==> config.mk <==
export PLATFORM = sky130hd
export DESIGN_NAME = rx_ram_rd_ctrl
export DESIGN_NICKNAME = d
export VERILOG_FILES = /design/src/rtl/rx_ram_rd_ctrl_pkg.sv /design/src/rtl/rx_ram_rd_ctrl_rd_skid_fifo.sv /design/src/rtl/rx_ram_rd_ctrl.sv
export SDC_FILE = /design/constraint.sdc
export NUM_CORES = 1
export LEC_CHECK = 0
export ABC_AREA = 1
export CAP_MARGIN = 25
export CORE_MARGIN = 2
export CORE_UTILIZATION = 51
export CTS_CLUSTER_SIZE = 24
export DETAILED_ROUTE_END_ITERATION = 7
export PLACE_DENSITY = 0.81
export SYNTH_ARGS = -nofsm -noshare
export SYNTH_HDL_FRONTEND = slang
export SYNTH_SLANG_ARGS = --single-unit
==> constraint.sdc <==
create_clock -name clk -period 2.35 [get_ports clk]
set_input_delay 0.47 -clock clk [delete_from_list [all_inputs] [get_ports clk]]
set_output_delay 0.47 -clock clk [all_outputs]
set_load 0.03 [all_outputs]
==> src/rtl/rx_ram_rd_ctrl_pkg.sv <==
// Shared definitions for the turbo-interleaver sample RAM read/write controllers:
// FSM encoding, supported PHY block lengths and PB base offsets.
package rx_ram_rd_ctrl_pkg;

   typedef enum logic [1:0] {
      ST_IDLE  = 2'd0,
      ST_LOAD  = 2'd1,
      ST_READ  = 2'd2,
      ST_DRAIN = 2'd3
   } rd_state_e;

   localparam logic [11:0] PB16_LEN   = 12'h040;
   localparam logic [11:0] PB136_LEN  = 12'h220;
   localparam logic [11:0] PB520_LEN  = 12'h820;
   localparam logic [11:0] EX_LEN     = 12'h00A;

   localparam logic [11:0] PB16_OFS   = 12'h000;
   localparam logic [11:0] PB136_OFS  = 12'h040;
   localparam logic [11:0] PB520_OFS  = 12'h260;

   function automatic logic is_supported_len(input logic [31:0] len);
      return (len == {20'h00000, PB16_LEN})  ||
             (len == {20'h00000, PB136_LEN}) ||
             (len == {20'h00000, PB520_LEN}) ||
             (len == {20'h00000, EX_LEN});
   endfunction

endpackage

==> src/rtl/rx_ram_rd_ctrl_rd_skid_fifo.sv <==
// Two-entry skid FIFO for RAM return data; head word and valid come straight
// from flops so nothing combinational reaches the downstream interface.
module rd_skid_fifo #(
   parameter int DW = 8
) (
   input  logic          clk,
   input  logic          n_rst,
   input  logic          clr,
   input  logic          push,
   input  logic [DW-1:0] push_data,
   input  logic          pop,
   output logic [DW-1:0] head_data,
   output logic          head_vld,
   output logic [1:0]    count
);

   logic [DW-1:0] head_q, head_d;
   logic [DW-1:0] tail_q, tail_d;
   logic [1:0]    cnt_q, cnt_d;
   logic          vld_q, vld_d;
   logic          do_pop_s, do_push_s;

   // Next-state for the head/tail pair; a push into a full FIFO only lands if a pop frees a slot.
   always_comb begin
      head_d    = head_q;
      tail_d    = tail_q;
      cnt_d     = cnt_q;
      do_pop_s  = pop && (cnt_q != 2'd0);
      do_push_s = push && ((cnt_q != 2'd2) || do_pop_s);
      if (clr) begin
         cnt_d = 2'd0;
      end else begin
         case ({do_push_s, do_pop_s})
            2'b10: begin
               if (cnt_q == 2'd0) begin
                  head_d = push_data;
               end else begin
                  tail_d = push_data;
               end
               cnt_d = cnt_q + 2'd1;
            end
            2'b01: begin
               if (cnt_q == 2'd2) begin
                  head_d = tail_q;
               end else begin
                  head_d = head_q;
               end
               cnt_d = cnt_q - 2'd1;
            end
            2'b11: begin
               if (cnt_q == 2'd1) begin
                  head_d = push_data;
               end else begin
                  head_d = tail_q;
                  tail_d = push_data;
               end
            end
            default: begin
               cnt_d = cnt_q;
            end
         endcase
      end
      vld_d = (cnt_d != 2'd0);
   end

   // Storage and occupancy flops.
   always_ff @(posedge clk or negedge n_rst) begin
      if (!n_rst) begin
         head_q <= {DW{1'b0}};
         tail_q <= {DW{1'b0}};
         cnt_q  <= 2'd0;
         vld_q  <= 1'b0;
      end else begin
         head_q <= head_d;
         tail_q <= tail_d;
         cnt_q  <= cnt_d;
         vld_q  <= vld_d;
      end
   end

   assign head_data = head_q;
   assign head_vld  = vld_q;
   assign count     = cnt_q;

endmodule

==> src/rtl/rx_ram_rd_ctrl.sv <==
// Read-side controller for the interleaver sample RAM: streams one PHY block
// from its base offset out as valid/ready beats with last marking.
module rx_ram_rd_ctrl
   import rx_ram_rd_ctrl_pkg::*;
#(
   parameter int DW = 8,
   parameter int AW = 12
) (
   input  logic          clk,
   input  logic          n_rst,
   input  logic          start,
   input  logic [AW-1:0] pb_len,
   input  logic [AW-1:0] pb_offset,
   output logic          ram_ren,
   output logic [AW-1:0] ram_raddr,
   input  logic [DW-1:0] ram_rdata,
   output logic [DW-1:0] out_data,
   output logic          out_vld,
   input  logic          out_rdy,
   output logic          out_last,
   output logic          busy,
   output logic          done,
   output logic          len_err
);

   localparam logic [AW-1:0] ONE_AW = {{(AW-1){1'b0}}, 1'b1};

   rd_state_e     state_q, state_d;
   logic [AW-1:0] len_q, len_d, base_q, base_d;
   logic [AW-1:0] rd_cnt_q, rd_cnt_d, ret_cnt_q, ret_cnt_d;
   logic          inflight_q, inflight_d;
   logic          fin_q, fin_d, done_q, done_d;
   logic          len_err_q, len_err_d, busy_q, busy_d;
   logic          ren_s, clr_s, exit_s, pop_s, len_ok_s;
   logic [AW-1:0] last_idx_s;
   logic [2:0]    occ_s;
   logic [1:0]    fifo_cnt_s;
   logic          fifo_vld_s;
   logic [DW-1:0] fifo_data_s;

   assign len_ok_s   = is_supported_len(32'(pb_len));
   assign last_idx_s = len_q - ONE_AW;
   assign pop_s      = fifo_vld_s && out_rdy;

   // FSM state register.
   always_ff @(posedge clk or negedge n_rst) begin
      if (!n_rst) begin
         state_q <= ST_IDLE;
      end else begin
         state_q <= state_d;
      end
   end

   // FSM next-state logic.
   always_comb begin
      state_d = state_q;
      case (state_q)
         ST_IDLE: begin
            if (start && len_ok_s) state_d = ST_LOAD;
            else                   state_d = ST_IDLE;
         end
         ST_LOAD: state_d = ST_READ;
         ST_READ: begin
            if (ren_s && (rd_cnt_q == last_idx_s)) state_d = ST_DRAIN;
            else                                   state_d = ST_READ;
         end
         ST_DRAIN: begin
            if (exit_s) state_d = ST_IDLE;
            else        state_d = ST_DRAIN;
         end
         default: state_d = ST_IDLE;
      endcase
   end

   // FSM outputs; issue is throttled so return data plus in-flight reads never exceed two slots.
   always_comb begin
      occ_s  = {1'b0, fifo_cnt_s} + {2'b00, inflight_q};
      clr_s  = (state_q == ST_LOAD);
      if ((state_q == ST_READ) && (rd_cnt_q < len_q) && (occ_s < (3'd2 + {2'b00, pop_s}))) begin
         ren_s = 1'b1;
      end else begin
         ren_s = 1'b0;
      end
      if ((state_q == ST_DRAIN) && pop_s && (ret_cnt_q == last_idx_s) &&
          !inflight_q && (fifo_cnt_s == 2'd1)) begin
         exit_s = 1'b1;
      end else begin
         exit_s = 1'b0;
      end
   end

   // Datapath next-state: frame latch, counters and status pulses.
   always_comb begin
      len_d     = len_q;
      base_d    = base_q;
      rd_cnt_d  = rd_cnt_q;
      ret_cnt_d = ret_cnt_q;
      if ((state_q == ST_IDLE) && start && len_ok_s) begin
         len_d  = pb_len;
         base_d = pb_offset;
      end else begin
         len_d  = len_q;
         base_d = base_q;
      end
      if (clr_s) begin
         rd_cnt_d  = {AW{1'b0}};
         ret_cnt_d = {AW{1'b0}};
      end else begin
         if (ren_s) rd_cnt_d = rd_cnt_q + ONE_AW;
         else       rd_cnt_d = rd_cnt_q;
         if (pop_s) ret_cnt_d = ret_cnt_q + ONE_AW;
         else       ret_cnt_d = ret_cnt_q;
      end
      inflight_d = ren_s;
      // done trails the DRAIN->IDLE transition by one cycle.
      fin_d      = exit_s;
      done_d     = fin_q;
      len_err_d  = (state_q == ST_IDLE) && start && !len_ok_s;
      busy_d     = (state_d != ST_IDLE);
   end

   // Datapath flops.
   always_ff @(posedge clk or negedge n_rst) begin
      if (!n_rst) begin
         len_q      <= {AW{1'b0}};
         base_q     <= {AW{1'b0}};
         rd_cnt_q   <= {AW{1'b0}};
         ret_cnt_q  <= {AW{1'b0}};
         inflight_q <= 1'b0;
         fin_q      <= 1'b0;
         done_q     <= 1'b0;
         len_err_q  <= 1'b0;
         busy_q     <= 1'b0;
      end else begin
         len_q      <= len_d;
         base_q     <= base_d;
         rd_cnt_q   <= rd_cnt_d;
         ret_cnt_q  <= ret_cnt_d;
         inflight_q <= inflight_d;
         fin_q      <= fin_d;
         done_q     <= done_d;
         len_err_q  <= len_err_d;
         busy_q     <= busy_d;
      end
   end

   rd_skid_fifo #(.DW(DW)) u_fifo (
      .clk       (clk),
      .n_rst     (n_rst),
      .clr       (clr_s),
      .push      (inflight_q),
      .push_data (ram_rdata),
      .pop       (pop_s),
      .head_data (fifo_data_s),
      .head_vld  (fifo_vld_s),
      .count     (fifo_cnt_s)
   );

   assign ram_ren   = ren_s;
   assign ram_raddr = base_q + rd_cnt_q;
   assign out_data  = fifo_data_s;
   assign out_vld   = fifo_vld_s;
   assign out_last  = fifo_vld_s && (ret_cnt_q == last_idx_s);
   assign busy      = busy_q;
   assign done      = done_q;
   assign len_err   = len_err_q;

endmodule

==> results of run 1 <==
layout make-up:
type                            count  area, µm²  area share
Tap cell                          133        166      0.0236
Clock buffer                       10        138      0.0195
Clock inverter                      5       86.3      0.0122
Sequential cell                    74       1860       0.264
Inverter                           87        333      0.0472
Timing Repair Buffer              139       1280       0.182
Multi-Input combinational cell    516       3190       0.452
layer usage:
metal / track usage / wire [µm]
met5: 0 / 0
met4: 0.120 / 676
met3: 0.0508 / 1060
met2: 0.510 / 8030
met1: 0.370 / 6350
cells in the final DEF, fill, tap and decap left out, types with 3 or more instances in the layout:
cell             count
a21oi_1             49
a21oi_2              7
buf_12               3
buf_4               69
buf_6               17
clkbuf_8            10
clkdlybuf4s50_1     47
dfrtp_1             69
dfrtp_2              5
ha_1                13
ha_4                17
inv_1               66
inv_2               17
nand2_1            150
nand2_2             17
nand3_1             51
nand3_2              9
nand3b_1             3
nand4_1              7
nor2_1              84
nor2_2               8
nor2_4               6
nor3_1              10
nor3_2               3
nor4_1               4
o21ai_0             22
o21ai_1              6
o21ai_2              5
o31ai_1              3
xor2_1              10
state kept, by name, summed over array words and instances (netlist names):
register	flops
base_q	12
len_q	12
rd_cnt_q	12
ret_cnt_q	12
u_fifo.head_data	8
u_fifo.tail_q	8
state_q	2
u_fifo.count	2
busy	1
done	1
done_d	1
inflight_q	1
len_err	1
u_fifo.head_vld	1
final timing paths:
check                                 start      endpoint  slack (ns)  depth (start not counted)
worst max-delay path            rd_cnt_q[0]  ram_raddr[8]       -0.46                         15
worst min-delay path                  n_rst     base_q[9]        0.04                          1
worst max register to register     len_q[5]   rd_cnt_q[4]        0.08                         16
worst min register to register       done_d          done        0.36                          0
max in group asynchronous             n_rst  ret_cnt_q[1]        1.76                          2
min in group clk                     done_d          done        0.36                          0
report_power, final:
part / internal (mW) / total [mW] / leakage [nW] / switching (mW)
clock network: 0.631 / 1.18 / 0.113 / 0.550
registers: 1.52 / 1.70 / 0.885 / 0.184
logic: 0.774 / 1.80 / 2.35 / 1.03
timing repair:
action                                  4_1_cts  5_1_grt
endpoints found under the setup margin       12       20
resized for setup                            81       45
pin swaps                                    33       36
buffers inserted                             27       14
gates cloned                                  0        1
hold endpoints to repair                      0        0
critical path: stages, from the launching register on:
cell and delay (ns):
dfrtp_1 0.39, ha_2 0.20, inv_2 0.05, fa_2 0.20
inv_2 0.05, nand3_2 0.05, nand2_2 0.06, nand2_2 0.07
nand2_2 0.06, a21oi_2 0.16, inv_1 0.07, a21oi_2 0.14
nor2_2 0.06, nor2_2 0.12, xnor2_2 0.14, buf_6 0.16
kinds of logic (layout without fill, tap and decap cells):
logic type / after synthesis / after routing / share of synthesized area
XOR/XNOR: 16 / 16 / 0.0282
adder cells (fa/ha/maj): 32 / 32 / 0.0820
AND/OR/NAND/NOR: 362 / 362 / 0.318
flip-flops: 74 / 74 / 0.372
AO/OA/AOI/OAI: 106 / 106 / 0.120
buffers and inverters: 98 / 241 / 0.0800
stage by stage:
stage	util	hold WS, ns	power [mW]	setup WS [ns]	std cells
2_1_floorplan	-	0.174	2.70	-0.0279	688
3_3_place_gp	0.626	0.335	3.25	-0.00987	914
3_5_place_dp	0.626	0.343	3.31	-0.0862	914
4_1_cts	0.704	0.0682	4.57	-0.385	954
5_1_grt	0.731	0.0835	4.97	-0.586	964
6_report	0.731	0.0401	4.69	-0.462	964
==> flow_metrics.py, run 1 <==
metrics = {
    "sta": {
        "finalSetupViolCount": 11,
        "fmax_ghz": 0.356,
        "period_minus_slack_ns": 2.81,
        "slew_headroom": 0.672,
        "rsz0062_at_grt": "true",
        "fin_skew_ns": 0.0179,
        "tns_ns": -2.51,
        "drv_slew": 0,
        "finalHoldViolations": 0,
        "worst_pin_slew_ns": 0.488,
        "setup_ws_ns": -0.462,
        "finalCritPeriodShare": 1.20,
    },
    "logic_synthesis": {
        "syn_avg_cell_area_um2": 7.23,
        "ys_async_sr_fraction": 1.00,
        "synth_cell_types": 38,
        "synth.most_common_cell": "nand2_1",
        "yosys.area.top_type": "dfrtp_1",
        "synth_top_area_share": 0.372,
        "synth-edff-count": 0,
        "synthTopCellsByArea": "dfrtp_1, nand2_1, ha_1, nor2_1, nand3_1",
        "synth_ff_type": "dfrtp_1",
        "ys_seq_area_frac": 0.372,
        "synth_common_cells": "nand2_1, nor2_1, inv_1",
        "synth_cells": 688,
        "syn_nets": 756,
        "syn_area_um2": 4980,
        "ys_seq_elements": 74,
        "yosysWarnings": 0,
    },
    "clocking": {
        "root_buffer": "clkbuf_8",
        "clock_latency_ns": 0.38,
        "cts_buffers": 9,
        "clock_tree.buffer_depth": 2,
        "cts_sinks": 74,
        "clk_pin_slew_worst_paths_ns": 0.09,
        "cts_tree": "built",
        "ctsHoldBuffers": 0,
        "htreeDepth": 3,
    },
    "power_and_ir_drop": {
        "irDropWorstVdd_v": 0.000801,
        "power_density_nw_per_um2": 665,
        "power.leakage_nw": 3.35,
    },
    "detailed_routing": {
        "firstDrtPassIters": 5,
        "drt-total-wl_mm": 16.1,
        "vias": 5389,
        "antenna_left": 0,
        "viasPerCell": 5.59,
        "drtIter0Drc": 307,
        "detail_route.wl_per_cell_um": 16.7,
        "route.detailed.drc": 0,
    },
    "floorplanning": {
        "io_pins": 62,
        "rows": 36,
        "die_w_um": 103,
        "die-area_um2": 10600,
        "coreArea_um2": 9640,
        "die_y_um": 103,
        "initial_core_util": 0.516,
    },
    "place": {
        "dp_hpwl_mm": 10.6,
        "io_buffers": 61,
        "postPlaceCellArea_um2": 6030,
        "place_congestion": 0.938,
    },
    "setup_path": {
        "crit_path_end_kind": "primary output",
        "required_ns": 1.88,
        "cp.arrival_ns": 2.34,
        "cp_max_fo": 2,
        "path_class": "flop to primary output",
        "start_kind": "flop",
    },
    "layout": {
        "stdcell_area_um2": 7050,
        "diodes": 0,
        "syn_to_final_growth_pct": 41.7,
        "fin_nets": 895,
        "fillers": 710,
        "drive_gt1_frac": 0.267,
    },
    "grt": {
        "grt_max_degree": 36,
        "antenna_found_initial": 0,
        "grt_remaining_overflow": 0,
        "grt_first_pass_wirelength_mm": 24.3,
        "groute.usage.overall": 0.296,
        "grt_pass1_vias": 5131,
    },
    "run_status": {
        "status": "complete, but fails checks",
        "violations": "negative setup slack",
    },
    "hold_path": {
        "hp-class": "input port to asynchronous set/reset pin",
    },
    "job": {
        "cap_violations": 0,
    },
}
Power figures use the tool's default switching activity.
==> run 2, diff against run 1 <==
- CORE_MARGIN: 2 -> 8
==> run 2 against run 1 <==
Net effect:
- the run still ends with negative setup slack left
- core utilization decreased by 0.87 points
- routed wire length shrank 1.6%
- clock skew decreased by 0.0042 ns
- global-route usage fell by 5.9 points
- first-iteration DRC count up 27%
- via count down 3.1%
- setup slack gained 0.033 ns
- highest routed layer unchanged
- critical path type unchanged
==> flow_metrics.py, run 2 (synthesized netlist as in run 1, its figures left out) <==
metrics = {
    "floorplanning": {
        "die_w_um": 115,
        "coreArea_um2": 9640,
        "initial_core_util": 0.516,
        "io_pins": 62,
        "rows": 36,
        "die-area_um2": 13200,
        "die_y_um": 115,
    },
    "place": {
        "io_buffers": 61,
        "postPlaceCellArea_um2": 6030,
        "dp_hpwl_mm": 11.1,
        "place_ws_ns": -0.125,
        "place_congestion": 0.942,
    },
    "sta": {
        "setup_ws_ns": -0.429,
        "period_minus_slack_ns": 2.78,
        "finalCritPeriodShare": 1.18,
        "finalHoldViolations": 0,
        "slew_headroom": 0.680,
        "drv_slew": 0,
        "fin_skew_ns": 0.0137,
        "fmax_ghz": 0.360,
        "worst_pin_slew_ns": 0.480,
        "rsz0062_at_grt": "true",
        "finalSetupViolCount": 10,
    },
    "run_status": {
        "status": "complete, but fails checks",
        "violations": "negative setup slack",
    },
    "setup_path": {
        "cp_max_fo": 2,
        "path_class": "flop to primary output",
        "cp.arrival_ns": 2.31,
        "crit_path_end_kind": "primary output",
        "required_ns": 1.88,
        "reg2regPathDepth": 16,
        "start_kind": "flop",
    },
    "detailed_routing": {
        "detail_route.wl_per_cell_um": 16.6,
        "firstDrtPassIters": 5,
        "antenna_left": 0,
        "viasPerCell": 5.45,
        "drtIter0Drc": 391,
        "route.detailed.drc": 0,
        "drt-total-wl_mm": 15.9,
        "vias": 5222,
    },
    "job": {
        "cap_violations": 0,
    },
    "power_and_ir_drop": {
        "power.leakage_nw": 3.33,
        "irDropWorstVdd_v": 0.000539,
        "power_density_nw_per_um2": 649,
    },
    "grt": {
        "grt_remaining_overflow": 0,
        "groute.usage.overall": 0.237,
        "grt_first_pass_wirelength_mm": 24.6,
        "antenna_found_initial": 0,
        "grt_max_degree": 45,
        "grt_pass1_vias": 5040,
    },
    "layout": {
        "final_common_cell": "nand2_1",
        "drive_gt1_frac": 0.255,
        "diodes": 0,
        "final_cell_mix": "nand2_1, nor2_1, inv_1, dfrtp_1, buf_4",
        "fin_nets": 888,
        "syn_to_final_growth_pct": 40.0,
        "stdcell_area_um2": 6970,
        "fillers": 739,
    },
    "clocking": {
        "root_buffer": "clkbuf_8",
        "ctsHoldBuffers": 0,
        "clock_latency_ns": 0.37,
        "clock_tree.buffer_depth": 2,
        "cts_sinks": 74,
        "cts_tree": "built",
        "htreeDepth": 3,
        "clk_pin_slew_worst_paths_ns": 0.09,
        "cts_buffers": 9,
    },
    "hold_path": {
        "hp-class": "input port to asynchronous set/reset pin",
    },
}
-- run 2: changes by cell type in the layout (fill, tap and decap cells not counted), sizes merged --
cell,delta
buf,-6
clkinvlp,+4
inv,-2
bufinv,-1
clkbuf,-1
-- run 2: final timing paths --
path	startpoint	endpoint	slack [ns]
setup / recovery	rd_cnt_q[0]	ram_raddr[8]	-0.43
min in group clk	done_d	done	0.37
setup reg to reg	len_q[5]	rd_cnt_q[0]	0.10
hold / removal	n_rst	len_q[4]	0.03
hold reg to reg	done_d	done	0.37
max in group asynchronous	n_rst	len_q[2]	1.70
-- run 2: worst max-delay path, cell delays in order, from the launching register on --
cell     delay, ns
dfrtp_1       0.36
ha_2          0.20
inv_2         0.04
fa_2          0.34
inv_2         0.07
nand3_2       0.07
nand2_2       0.09
nand2_1       0.06
nand2_1       0.08
a21oi_2       0.06
inv_1         0.07
a21oi_2       0.05
nor2_1        0.11
nor2_2        0.06
xnor2_2       0.13
buf_6         0.15
-- run 2: cell type report --
cell class	instances	area, µm²	share of cell area
Timing Repair Buffer	132	1200	0.172
Tap cell	133	166	0.0239
Inverter	87	332	0.0476
Clock inverter	6	66.3	0.00952
Sequential cell	74	1860	0.267
Clock buffer	10	128	0.0183
Multi-Input combinational cell	516	3220	0.462
-- run 2: power by group --
part / switching (mW) / total, mW / internal (mW)
Clock: 0.539 / 1.03 / 0.493
Sequential: 0.198 / 1.72 / 1.52
Combinational: 1.03 / 1.77 / 0.744
Total: 1.77 / 4.52 / 2.76
-- run 2: metrics by stage --
| step | instances | TNS [ns] | util | hold slack, ns | total power [mW] |
|---|---|---|---|---|---|
| 6_report | 958 | -2.22 | 0.723 | 0.0336 | 4.52 |
| 5_1_grt | 958 | -3.21 | 0.723 | 0.0635 | 4.79 |
| 4_1_cts | 948 | -2.34 | 0.686 | 0.0451 | 4.38 |
| 3_5_place_dp | 914 | -0.244 | 0.626 | 0.354 | 3.34 |
| 3_3_place_gp | 914 | -0.0293 | 0.626 | 0.335 | 3.25 |
| 2_1_floorplan | 688 | -0.0417 | - | 0.174 | 2.70 |
-- run 2: layer usage --
| layer | vias to the layer above | routed length, µm | global-route usage |
|---|---|---|---|
| met4 | 0 | 490 | 0.114 |
| met2 | 176 | 8100 | 0.406 |
| met5 | - | 0 | 0 |
| met3 | 41 | 668 | 0.0394 |
| met1 | 2486 | 6600 | 0.284 |
| li1 | 2519 | - | - |
-- run 2: what timing repair did --
| item | in CTS | in global routing |
|---|---|---|
| pin swaps | 32 | 29 |
| setup buffers | 18 | 14 |
| setup endpoints to repair | 12 | 20 |
| resized for setup | 68 | 61 |
